<file path="config.mk">
export PLATFORM = sky130hd
export DESIGN_NAME = fetch_instruction
export DESIGN_NICKNAME = d
export VERILOG_FILES = /design/src/rtl/fetch_instruction_pkg.sv /design/src/rtl/fetch_buffer.sv /design/src/rtl/fetch_instruction.sv
export SDC_FILE = /design/constraint.sdc
export NUM_CORES = 1
export LEC_CHECK = 0
export CORE_MARGIN = 3
export CORE_UTILIZATION = 50
export DETAILED_ROUTE_END_ITERATION = 8
export HOLD_SLACK_MARGIN = 0.12
export PLACE_DENSITY = 0.76
export RECOVER_POWER = 25
export SYNTH_ARGS = -nofsm -noshare
export SYNTH_HDL_FRONTEND = slang
export SYNTH_SLANG_ARGS = --single-unit
export TNS_END_PERCENT = 20
</file>
<file path="constraint.sdc">
create_clock -name clk -period 8.3 [get_ports clk]
set_clock_uncertainty 0.15 [all_clocks]
set_input_delay 2.49 -clock clk [delete_from_list [all_inputs] [get_ports clk]]
set_output_delay 2.49 -clock clk [all_outputs]
set_load 0.02 [all_outputs]
</file>
<file path="src/rtl/fetch_instruction_pkg.sv">
// Shared constants for the instruction-fetch stage.
//   WORD      : instruction width
//   W_ADDR    : word-address width of instruction memory
//   BUF_DEPTH : number of entries in the fetch buffer (deliberately not a power of two)
//   PTR_W     : width of a buffer pointer
//   CNT_W     : width of the buffer occupancy count (holds 0..BUF_DEPTH)
package fetch_instruction_pkg;

  localparam int WORD      = 32;
  localparam int W_ADDR    = 16;
  localparam int BUF_DEPTH = 3;
  localparam int PTR_W     = 2;
  localparam int CNT_W     = 2;

  // Advance a buffer pointer, wrapping from the last entry back to 0.
  function automatic logic [PTR_W-1:0] ptr_inc(input logic [PTR_W-1:0] p);
    return (p == PTR_W'(BUF_DEPTH - 1)) ? '0 : p + PTR_W'(1);
  endfunction

endpackage

</file>
<file path="src/rtl/fetch_buffer.sv">
// Small FIFO of {instruction, pc} pairs sitting between instruction memory
// and decode.
//   clk, reset    : clock, synchronous active-high reset
//   flush_i       : drop all entries (redirect); overrides push and pop
//   push_i        : write {push_inst_i, push_pc_i} at the tail
//   pop_i         : retire the head entry
//   count_o       : current occupancy (0..BUF_DEPTH)
//   head_inst_o   : instruction at the head (meaningful only when count_o != 0)
//   head_pc_o     : address of head_inst_o
// The caller must never push while full; the fetch credit logic ensures it.
module fetch_buffer
  import fetch_instruction_pkg::*;
#(
  parameter int P_WORD   = WORD,
  parameter int P_W_ADDR = W_ADDR
) (
  input  logic                clk,
  input  logic                reset,
  input  logic                flush_i,
  input  logic                push_i,
  input  logic [P_WORD-1:0]   push_inst_i,
  input  logic [P_W_ADDR-1:0] push_pc_i,
  input  logic                pop_i,
  output logic [CNT_W-1:0]    count_o,
  output logic [P_WORD-1:0]   head_inst_o,
  output logic [P_W_ADDR-1:0] head_pc_o
);

  logic [PTR_W-1:0]    rd_ptr_q, rd_ptr_d;
  logic [PTR_W-1:0]    wr_ptr_q, wr_ptr_d;
  logic [CNT_W-1:0]    count_q, count_d;
  logic [P_WORD-1:0]   inst_q [BUF_DEPTH];
  logic [P_W_ADDR-1:0] pc_q   [BUF_DEPTH];

  always_comb begin
    rd_ptr_d = rd_ptr_q;
    wr_ptr_d = wr_ptr_q;
    count_d  = count_q;
    if (flush_i) begin
      rd_ptr_d = '0;
      wr_ptr_d = '0;
      count_d  = '0;
    end else begin
      if (push_i) wr_ptr_d = ptr_inc(wr_ptr_q);
      if (pop_i)  rd_ptr_d = ptr_inc(rd_ptr_q);
      // Simultaneous push and pop cancel out.
      if (push_i && !pop_i)      count_d = count_q + CNT_W'(1);
      else if (!push_i && pop_i) count_d = count_q - CNT_W'(1);
    end
  end

  always_ff @(posedge clk) begin
    if (reset) begin
      rd_ptr_q <= '0;
      wr_ptr_q <= '0;
      count_q  <= '0;
    end else begin
      rd_ptr_q <= rd_ptr_d;
      wr_ptr_q <= wr_ptr_d;
      count_q  <= count_d;
    end
  end

  // Payload storage carries no reset: contents are don't-care while empty.
  for (genvar gi = 0; gi < BUF_DEPTH; gi++) begin : g_entry
    logic we;
    assign we = push_i && !flush_i && (wr_ptr_q == PTR_W'(gi));
    always_ff @(posedge clk) begin
      if (we) begin
        inst_q[gi] <= push_inst_i;
        pc_q[gi]   <= push_pc_i;
      end
    end
  end

  assign count_o     = count_q;
  assign head_inst_o = inst_q[rd_ptr_q];
  assign head_pc_o   = pc_q[rd_ptr_q];

endmodule

</file>
<file path="src/rtl/fetch_instruction.sv">
// Instruction-fetch stage: owns the PC, issues one word read per cycle to a
// single-cycle instruction memory, buffers returned words so a decode stall
// never loses one, and discards stale words on a taken-branch redirect.
//   clk, reset             : clock, synchronous active-high reset
//   stall_i                : decode cannot accept the head this cycle
//   br_i, br_addr_i        : redirect request and its target (wins over all)
//   imem_req_o, imem_addr_o: read request and address (the current PC)
//   imem_rvalid_i/rdata_i  : read response, one cycle after the request
//   v_o, inst_o, pc_o      : head of the fetch buffer toward decode
module fetch_instruction
  import fetch_instruction_pkg::*;
#(
  parameter int                 P_WORD   = WORD,
  parameter int                 P_W_ADDR = W_ADDR,
  parameter logic [P_W_ADDR-1:0] RESET_PC = '0
) (
  input  logic                clk,
  input  logic                reset,
  input  logic                stall_i,
  input  logic                br_i,
  input  logic [P_W_ADDR-1:0] br_addr_i,
  output logic                imem_req_o,
  output logic [P_W_ADDR-1:0] imem_addr_o,
  input  logic                imem_rvalid_i,
  input  logic [P_WORD-1:0]   imem_rdata_i,
  output logic                v_o,
  output logic [P_WORD-1:0]   inst_o,
  output logic [P_W_ADDR-1:0] pc_o
);

  logic [P_W_ADDR-1:0] pc_q, pc_d;
  logic [P_W_ADDR-1:0] req_pc_q, req_pc_d;
  logic                inflight_q, inflight_d;
  logic                drop_q, drop_d;

  logic [CNT_W-1:0]    count;
  logic                issue;
  logic                push;
  logic                pop;

  // Credit check uses only registered state, so stall_i never reaches the
  // request path; an outstanding request reserves its buffer slot.
  assign issue = !reset && !br_i &&
                 ((CNT_W'(1) + count + CNT_W'(inflight_q)) <= (CNT_W + 1)'(BUF_DEPTH));

  assign push  = imem_rvalid_i && inflight_q && !drop_q && !br_i;
  assign v_o   = !reset && (count != '0);
  assign pop   = v_o && !stall_i && !br_i;

  always_comb begin
    pc_d       = pc_q;
    req_pc_d   = req_pc_q;
    inflight_d = issue;
    drop_d     = 1'b0;
    if (br_i) begin
      pc_d   = br_addr_i;
      // A response still owed arrives next cycle and must be thrown away.
      drop_d = inflight_q;
    end else if (issue) begin
      pc_d     = pc_q + P_W_ADDR'(1);
      req_pc_d = pc_q;
    end
  end

  always_ff @(posedge clk) begin
    if (reset) begin
      pc_q       <= RESET_PC;
      req_pc_q   <= RESET_PC;
      inflight_q <= 1'b0;
      drop_q     <= 1'b0;
    end else begin
      pc_q       <= pc_d;
      req_pc_q   <= req_pc_d;
      inflight_q <= inflight_d;
      drop_q     <= drop_d;
    end
  end

  fetch_buffer #(
    .P_WORD   (P_WORD),
    .P_W_ADDR (P_W_ADDR)
  ) u_buf (
    .clk         (clk),
    .reset       (reset),
    .flush_i     (br_i),
    .push_i      (push),
    .push_inst_i (imem_rdata_i),
    .push_pc_i   (req_pc_q),
    .pop_i       (pop),
    .count_o     (count),
    .head_inst_o (inst_o),
    .head_pc_o   (pc_o)
  );

  assign imem_req_o  = issue;
  assign imem_addr_o = pc_q;

endmodule

</file>
==> flow_summary.yaml, run 1 <==
finish:
  final_cells: 826
  drive_gt1_share_pct: 7.276
  antennaDiodeCount: 0
  num-nets-final: 688
  regArea_um2: 5170
  stdcell_area_um2: 9109
  area_growth_pct: 27.43
  multi_input_area_um2: 1867
  fill_cells: 981
  fin_util_pct: 65.37
place:
  place_inst: 794
  place_area_um2: 8507
  hpwl_mm: 8.188
  io_buffers: 118
  gp_congestion: 0.8467
synth:
  synth_cell_types: 38
  ys_warn_count: 0
  synth_seq_cells: 186
  synth_top_cells_by_area: "edfxtp_1 (60%), dfxtp_1 (12%), mux2i_1 (7.6%), o21ai_0 (4.4%), nand2_1 (3.7%)"
  synth_nets: 573
  synth_top_cell_by_area: "edfxtp_1"
  synth_top_area_share_pct: 60.49
  seq_area_frac_synth_pct: 72.26
  netlist_area_um2: 7148
  avgSynthCellArea_um2: 13.80
  syn_inst: 518
drt:
  vias: 4403
  detail_route.vias_per_cell: 5.331
  drc: 0
  antenna_left: 0
  routedWlPerCell_um: 16.31
  drt_iter0_markers: 389
  drt_first_pass_iters: 4
  finalWirelength_mm: 13.47
floorplan:
  start_util_pct: 51.30
  io_pins: 119
  die_height_um: 125.6
  die-area_um2: 15770
  placementRows: 43
  die_x_um: 125.6
  core_um2: 13930
clocking:
  holdBufCountCts: 0
  postCtsSetupBuffers: 0
  clk_latency_ps: 420
  clock_sink_count: 186
  tritoncts: "done"
  clock_path_buffers: 2
  clk_pin_slew_worst_paths_ps: 60
  root_buffer: "clkbuf_16"
  htreeDepth: 4
  cts_made_buffers: 17
  post_cts_resized: 0
power:
  power_density_nw_per_um2: 212.5
  peakVddDrop_mv: 0.1461
  p_total_mw: 1.936
  leakagePower_nw: 2.900
min_path:
  holdPathStages: 2
  whs_endpoint: "drop_q"
  hp-class: "reg -> reg"
  hp-start: "inflight_q"
worst_setup_path:
  critPathCaptureType: "output pin"
  crit_required_ps: 5660
  crit_fanout: 10
  start_kind: "input pin"
  worst_r2r_path_depth: 4
  r2r-start: "inflight_q"
  arrival_ps: 4270
  worstSetupPathType: "in -> out"
  r2r_end: "u_buf.inst_q[1][19]"
  timing.reg2reg.setup_slack_ps: 6010
timing:
  max-slew-margin-rel_pct: 22.89
  hold_viol: 0
  worst_pin_slew_ps: 1157
  finalMaxSlewViolations: 0
  fin_crit_ps: 6912
  max_freq_mhz: 144.7
  rsz0062_at_grt: "false"
  finalSetupViolCount: 0
  tns_ps: 0
  fin_crit_sh_pct: 83.28
global_route:
  grt_pass1_vias: 4235
  grt_max_degree: 97
  overflow: 0
  grt_pass1_wl_mm: 21.57
  grtUsageTotal_pct: 17.30
  antenna_found_initial: 0
flow_run:
  drv_cap: 0
outcome:
  status: "completed"
==> cell families after synthesis <==
family          Yosys count  synth area share [%]
compound gates           88                 6.967
buf+inv                  34                 1.803
flops                   186                 72.26
fa+ha+maj                 2                0.3500
simple gates            140                 9.312
mux                      55                 7.719
xor+xnor                 13                 1.593
==> per-stage QoR <==
step,hold WS [ps],setup slack [ps]
finish,316.9,1388
global route,353.4,1301
CTS,316.2,1395
detailed placement,308.5,1411
global placement,305.4,1423
floorplan,291.8,1056
==> worst max-delay path by stage <==
stage | startpoint | end | cells past startpoint | slack [ps]
final | br_i | imem_req_o | 4 | 1390
after global routing | br_i | imem_req_o | 4 | 1300
after CTS | br_i | imem_req_o | 4 | 1400
after detailed placement | br_i | imem_req_o | 4 | 1410
after global placement | br_i | imem_req_o | 4 | 1420
after floorplan | br_i | u_buf.inst_q[2][0] | 3 | 1060
==> power by group <==
group / internal, mW / switching (mW)
Clock: 0.473 / 0.332
Combinational: 0.0516 / 0.0460
Sequential: 1.02 / 0.0171
==> layout make-up <==
type / count / area share, %
timing repair buffer: 123 / 13.38
multi-input combinational: 298 / 20.49
inverter: 7 / 0.2885
sequential: 186 / 56.76
tap: 180 / 2.473
clock buffer: 17 / 4.670
clock inverter: 15 / 1.937
==> worst max-delay path, cell delays in order <==
cell and delay, ps:
clkdlybuf4s50_1 580, or2_2 430, nor2_2 150, clkdlybuf4s50_1 620
==> sequential cells by signal, summed over array words and instances, names as in the netlist, named ones only <==
register        count
drop_q              1
imem_addr_o        16
inflight_q          1
req_pc_q           16
u_buf.count_o       2
u_buf.inst_q       96
u_buf.pc_q         48
u_buf.rd_ptr_q      2
u_buf.wr_ptr_q      2
==> cells in the final DEF, fill, tap and decap left out, drive strengths merged, types with 2 or more instances in the layout <==
cell type      synthesis  layout
buf                    7       5
nand3                  4       4
nor4                   3       3
o21ai                 63      63
clkinvlp               0       5
dfxtp                 42      42
a311oi                 3       3
xor2                   6       6
bufinv                 0       3
ha                     2       2
nor3                   2       2
clkbuf                20      17
nor4b                  5       5
xnor2                  7       7
nor3b                  2       2
mux2i                 54      54
nand2                 71      71
or3                    3       3
a211oi                 9       9
a21oi                  6       6
nor2                  27      27
nand4                  4       4
or4                    3       3
edfxtp               144     144
nand2b                13      13
clkdlybuf4s50          0     101
clkinv                 0       6
o31ai                  2       2
dlygate4sd3            0      17
inv                    7       8
==> synth_stat cells <==
cell type	number
o21a_1	1
xnor2_1	7
buf_1	6
nand4_1	3
nor4b_1	5
a211oi_1	9
nand3_1	4
nor2_1	27
o21bai_1	1
xor2_1	6
edfxtp_1	144
inv_2	1
o211a_1	1
inv_1	6
or4_1	2
or2_2	1
nor2b_1	1
dfxtp_1	42
nor3_1	2
o21ai_0	63
nand4_4	1
clkbuf_1	20
or3_1	3
mux2_2	1
nand2b_1	13
a22o_1	1
o31ai_1	2
o311a_1	1
nand2_1	71
buf_2	1
nand4bb_1	1
nor4_1	3
or4_4	1
nor3b_1	2
mux2i_1	54
a21oi_1	6
a311oi_1	3
ha_1	2
==> metal layers <==
metal  track usage, %  up-vias  part of all wire [%]
li1                 -     2137                     -
met1            23.85     2105                    45
met2            26.59      148                    48
met3            4.955       13                   6.5
met4            5.995        0                   1.1
met5                0        -                     0
Power figures use the tool's default switching activity.
==> inputs of run 2 (changes only) <==
==> constraint.sdc (replaced) <==
create_clock -name clk -period 6.7 [get_ports clk]
set_clock_uncertainty 0.15 [all_clocks]
set_input_delay 2.01 -clock clk [delete_from_list [all_inputs] [get_ports clk]]
set_output_delay 2.01 -clock clk [all_outputs]
set_load 0.02 [all_outputs]
==> run 2 against run 1 <==
Hold slack improved by 14 ps. Combinational power rose by 25%. Via count rose by 0.45%. Sequential share of layout area rose by 0.082 points. Sequential cell count did not move.
==> flow_summary.yaml, run 2 (synthesized netlist as in run 1, its figures left out) <==
worst_setup_path:
  crit_path_frequent_cell: "clkdlybuf4s50_1"
  critical_path.max_stage_delay_ps: 650
  start_kind: "input pin"
  crit_start: "br_i"
  timing.reg2reg.setup_slack_ps: 4280
  arrival_ps: 3890
  worst_path_max_delay_cell: "clkdlybuf4s50_1"
  worstSetupPathType: "in -> out"
  r2r-start: "inflight_q"
  critPathCaptureType: "output pin"
  crit_required_ps: 4540
  worst_r2r_path_depth: 4
  crit_chain: "clkdlybuf4s50_1 > or2_2 > nor2_1 > clkdlybuf4s50_1"
  endpoint: "imem_req_o"
  r2r_end: "u_buf.inst_q[1][30]"
  crit_fanout: 10
timing:
  worst_pin_slew_ps: 1146
  max-slew-margin-rel_pct: 23.62
  max_freq_mhz: 165.4
  tns_ps: 0
  rsz0062_at_grt: "false"
  fin_crit_ps: 6046
  finalSetupViolCount: 0
  hold_viol: 0
  hold_slack_ps: 331.4
  finalMaxSlewViolations: 0
  fin_crit_sh_pct: 90.24
min_path:
  hp-class: "reg -> reg"
  holdPathStages: 0
drt:
  antenna_left: 0
  drc: 0
  finalWirelength_mm: 13.74
  routedWlPerCell_um: 16.61
  drt_iter0_markers: 375
  vias: 4423
  drt_first_pass_iters: 5
  detail_route.vias_per_cell: 5.348
global_route:
  grt_pass1_vias: 4400
  overflow: 0
  grtUsageTotal_pct: 18.05
  grt_pass1_wl_mm: 22.52
  antenna_found_initial: 0
  grt_max_degree: 65
floorplan:
  core_um2: 13930
  io_pins: 119
  die_height_um: 125.6
  start_util_pct: 51.30
  placementRows: 43
  die-area_um2: 15770
  die_x_um: 125.6
clocking:
  clk_pin_slew_worst_paths_ps: 60
  postCtsSetupBuffers: 0
  htreeDepth: 4
  post_cts_resized: 0
  holdBufCountCts: 0
  tritoncts: "done"
  clock_path_buffers: 2
  cts_made_buffers: 17
  clk_latency_ps: 420
  root_buffer: "clkbuf_16"
  clock_sink_count: 186
finish:
  final_cells: 827
  largest_register: "u_buf.inst_q"
  layout_common_cells: "edfxtp_1 (144), clkdlybuf4s50_1 (100), nand2_1 (71), o21ai_0 (63), mux2i_1 (54)"
  drive_gt1_share_pct: 7.110
  regArea_um2: 5167
  area_growth_pct: 27.18
  multi_input_area_um2: 1871
  antennaDiodeCount: 0
  mostFrequentLayoutCell: "edfxtp_1"
  largest_registers: "u_buf.inst_q: 96 flops, u_buf.pc_q: 48 flops"
  num-nets-final: 689
  largest_reg_flops: 96
  fill_cells: 995
power:
  leakagePower_nw: 2.905
  peakVddDrop_mv: 0.1691
  power_density_nw_per_um2: 258.2
  p_total_mw: 2.347
outcome:
  status: "completed"
place:
  hpwl_mm: 8.545
  place_inst: 795
  gp_congestion: 0.8324
  io_buffers: 118
flow_run:
  drv_cap: 0
-- run 2: worst min-delay path by stage --
| stage | endpoint | startpoint |
|---|---|---|
| floorplan | drop_q | inflight_q |
| global placement | u_buf.pc_q[2][5] | req_pc_q[5] |
| detailed placement | u_buf.pc_q[2][10] | req_pc_q[10] |
| CTS | drop_q | inflight_q |
| global route | u_buf.pc_q[1][4] | req_pc_q[4] |
| finish | u_buf.pc_q[2][4] | req_pc_q[4] |
-- run 2: through the flow --
step           util [%]  instance area (µm²)  worst slack [ps]
2_1_floorplan         -                 7153             148.9
3_3_place_gp      61.11                 8516             741.7
3_5_place_dp      61.11                 8516             683.9
4_1_cts           65.24                 9091             669.1
5_1_grt           65.24                 9091             598.3
6_report          65.24                 9091             654.0
-- run 2: area by class of cell --
class,instances,share of cell area [%]
Sequential cell,186,56.84
Clock inverter,11,1.032
Clock buffer,21,5.299
Multi-Input combinational cell,298,20.58
Timing Repair Buffer,124,13.49
Inverter,7,0.2890
Tap cell,180,2.477
-- run 2: routing by layer --
metal	vias to the layer above	wire length, µm	part of all wire [%]	track usage (%)
li1	2137	-	-	-
met1	2108	6118	45	24.38
met2	161	6488	47	28.57
met3	17	967	7.0	5.510
met4	0	162	1.2	5.166
met5	-	0	0	0
-- run 2: power by group --
group	total [mW]	switching (mW)	leakage, nW	internal (mW)
sequential	1.28	0.0201	1.67	1.26
combinational	0.122	0.0583	0.956	0.0638
clock	0.946	0.396	0.277	0.550
-- run 2: worst max-delay path: cells and delay by family --
kind	cells	cell delay [ps]
AND/OR/NAND/NOR	2	640
buffers and inverters	2	1230
==> inputs of run 3 (changes only) <==
--- a/config.mk
+++ b/config.mk
@@ -11,6 +11,7 @@
 export HOLD_SLACK_MARGIN = 0.12
 export PLACE_DENSITY = 0.76
 export RECOVER_POWER = 25
+export REMOVE_ABC_BUFFERS = 1
 export SYNTH_ARGS = -nofsm -noshare
 export SYNTH_HDL_FRONTEND = slang
 export SYNTH_SLANG_ARGS = --single-unit
==> run 3 against run 2 <==
Global-route usage shrank 0.20 points. Total power barely moved. Sequential cell count unchanged. Critical endpoint unchanged.
==> flow_summary.yaml, run 3 (synthesized netlist as in run 1, its figures left out) <==
outcome:
  status: "completed"
place:
  hpwl_mm: 8.750
  pre_cts_slack_ps: 742.8
  place_inst: 797
  io_buffers: 118
  gp_congestion: 0.8290
clocking:
  clk_latency_ps: 420
  holdBufCountCts: 0
  root_buffer: "clkbuf_16"
  post_cts_resized: 0
  postCtsSetupBuffers: 0
  cts_made_buffers: 17
  htreeDepth: 4
  clk_pin_slew_worst_paths_ps: 70
  clock_sink_count: 186
  clock_path_buffers: 2
  tritoncts: "done"
global_route:
  antenna_found_initial: 0
  grt_pass1_wl_mm: 22.10
  grt_pass1_vias: 4405
  overflow: 0
  grt_max_degree: 49
  grtUsageTotal_pct: 17.85
min_path:
  hp-class: "reg -> reg"
drt:
  detail_route.vias_per_cell: 5.293
  finalWirelength_mm: 13.73
  antenna_left: 0
  drt_iter0_markers: 415
  drc: 0
  routedWlPerCell_um: 16.56
  vias: 4388
  drt_first_pass_iters: 5
finish:
  largest_reg_flops: 96
  layout_common_cells: "edfxtp_1 (144), clkdlybuf4s50_1 (101), nand2_1 (71), o21ai_0 (63), mux2i_1 (54)"
  mostFrequentLayoutCell: "edfxtp_1"
  fin_util_pct: 65.30
  final_cells: 829
  largest_registers: "u_buf.inst_q: 96 flops, u_buf.pc_q: 48 flops"
  antennaDiodeCount: 0
  fill_cells: 996
  area_growth_pct: 27.31
  num-nets-final: 691
  drive_gt1_share_pct: 7.704
  largest_register: "u_buf.inst_q"
power:
  peakVddDrop_mv: 0.1780
  power_switching_share_pct: 20.22
  power_frac_clock_pct: 40.4
  pwr-share-comb_pct: 5.2
  power_density_nw_per_um2: 258.2
  p_int_mw: 1.874
  leakagePower_nw: 2.931
  p_total_mw: 2.349
  power_switching_uw: 474.9
  p_seq_share_pct: 54.4
timing:
  max-slew-margin-rel_pct: 34.02
  max_freq_mhz: 167.2
  finalSetupViolCount: 0
  finalMaxSlewViolations: 0
  finalWorstSetupSlack_ps: 719.6
  fin_crit_sh_pct: 89.26
  hold_viol: 0
  fin_crit_ps: 5980
  tns_ps: 0
  worst_pin_slew_ps: 984.3
  rsz0062_at_grt: "false"
floorplan:
  core_um2: 13930
  die_x_um: 125.6
  io_pins: 119
  die-area_um2: 15770
  placementRows: 43
  start_util_pct: 51.30
  die_height_um: 125.6
worst_setup_path:
  worstSetupPathType: "in -> out"
  start_kind: "input pin"
  crit_fanout: 10
  worst_path_max_delay_cell: "clkdlybuf4s50_1"
  timing.reg2reg.setup_slack_ps: 4270
  critical_path.max_stage_delay_ps: 630
  crit_chain: "clkdlybuf4s50_1 > or2_2 > nor2_2 > clkdlybuf4s50_1"
  arrival_ps: 3820
  crit_required_ps: 4540
  critPathCaptureType: "output pin"
  crit_path_frequent_cell: "clkdlybuf4s50_1"
flow_run:
  drv_cap: 0
## run 3: cell count changes in the layout (fill, tap and decap cells not counted), sizes merged
cell,change
dlygate4sd3,-1
buf,+2
clkinv,-1
inv,+4
clkinvlp,-3
clkdlybuf4s50,+1
## run 3: worst paths after layout
check,startpoint,to,cells past startpoint
worst max-delay path,br_i,imem_req_o,4
worst min-delay path,inflight_q,drop_q,2
worst max register to register,inflight_q,u_buf.inst_q[0][11],3
worst min register to register,inflight_q,drop_q,2
## run 3: worst max-delay path, delay by kind of cell
kind,cells,cell delay (ps)
buffers and inverters,2,1200
and+or+nand+nor,2,600
## run 3: power by group through the flow
| stage | clock network (mW) | logic (mW) | registers (mW) |
|---|---|---|---|
| global route | 1.02 | 0.132 | 1.28 |
| global placement | 0 | 0.122 | 1.30 |
| finish | 0.948 | 0.122 | 1.28 |
| floorplan | 0 | 0.0421 | 1.31 |
| detailed placement | 0 | 0.124 | 1.30 |
| CTS | 0.963 | 0.125 | 1.28 |
## run 3: cell type report
type	instances	area (µm²)	share of cell area, %
Multi-Input combinational cell	298	1867	20.51
Clock inverter	11	88.84	0.9762
Inverter	7	26.28	0.2887
Sequential cell	186	5170	56.81
Clock buffer	21	481.7	5.294
Timing Repair Buffer	126	1241	13.64
Tap cell	180	225.2	2.475
## run 3: routing by layer
layer | part of all wire (%) | vias to the layer above | GRT usage, %
met3 | 5.6 | 16 | 4.400
li1 | - | 2144 | -
met1 | 45 | 2095 | 23.96
met4 | 1.1 | 0 | 5.676
met2 | 48 | 133 | 28.92
met5 | 0 | - | 0
## run 3: through the flow
stage                     hold WS, ps  area (µm²)
after floorplan                 289.3        7046
after global placement          305.0        8529
after detailed placement        313.1        8529
after CTS                       321.8        9100
after global routing            354.5        9100
final                           321.5        9100
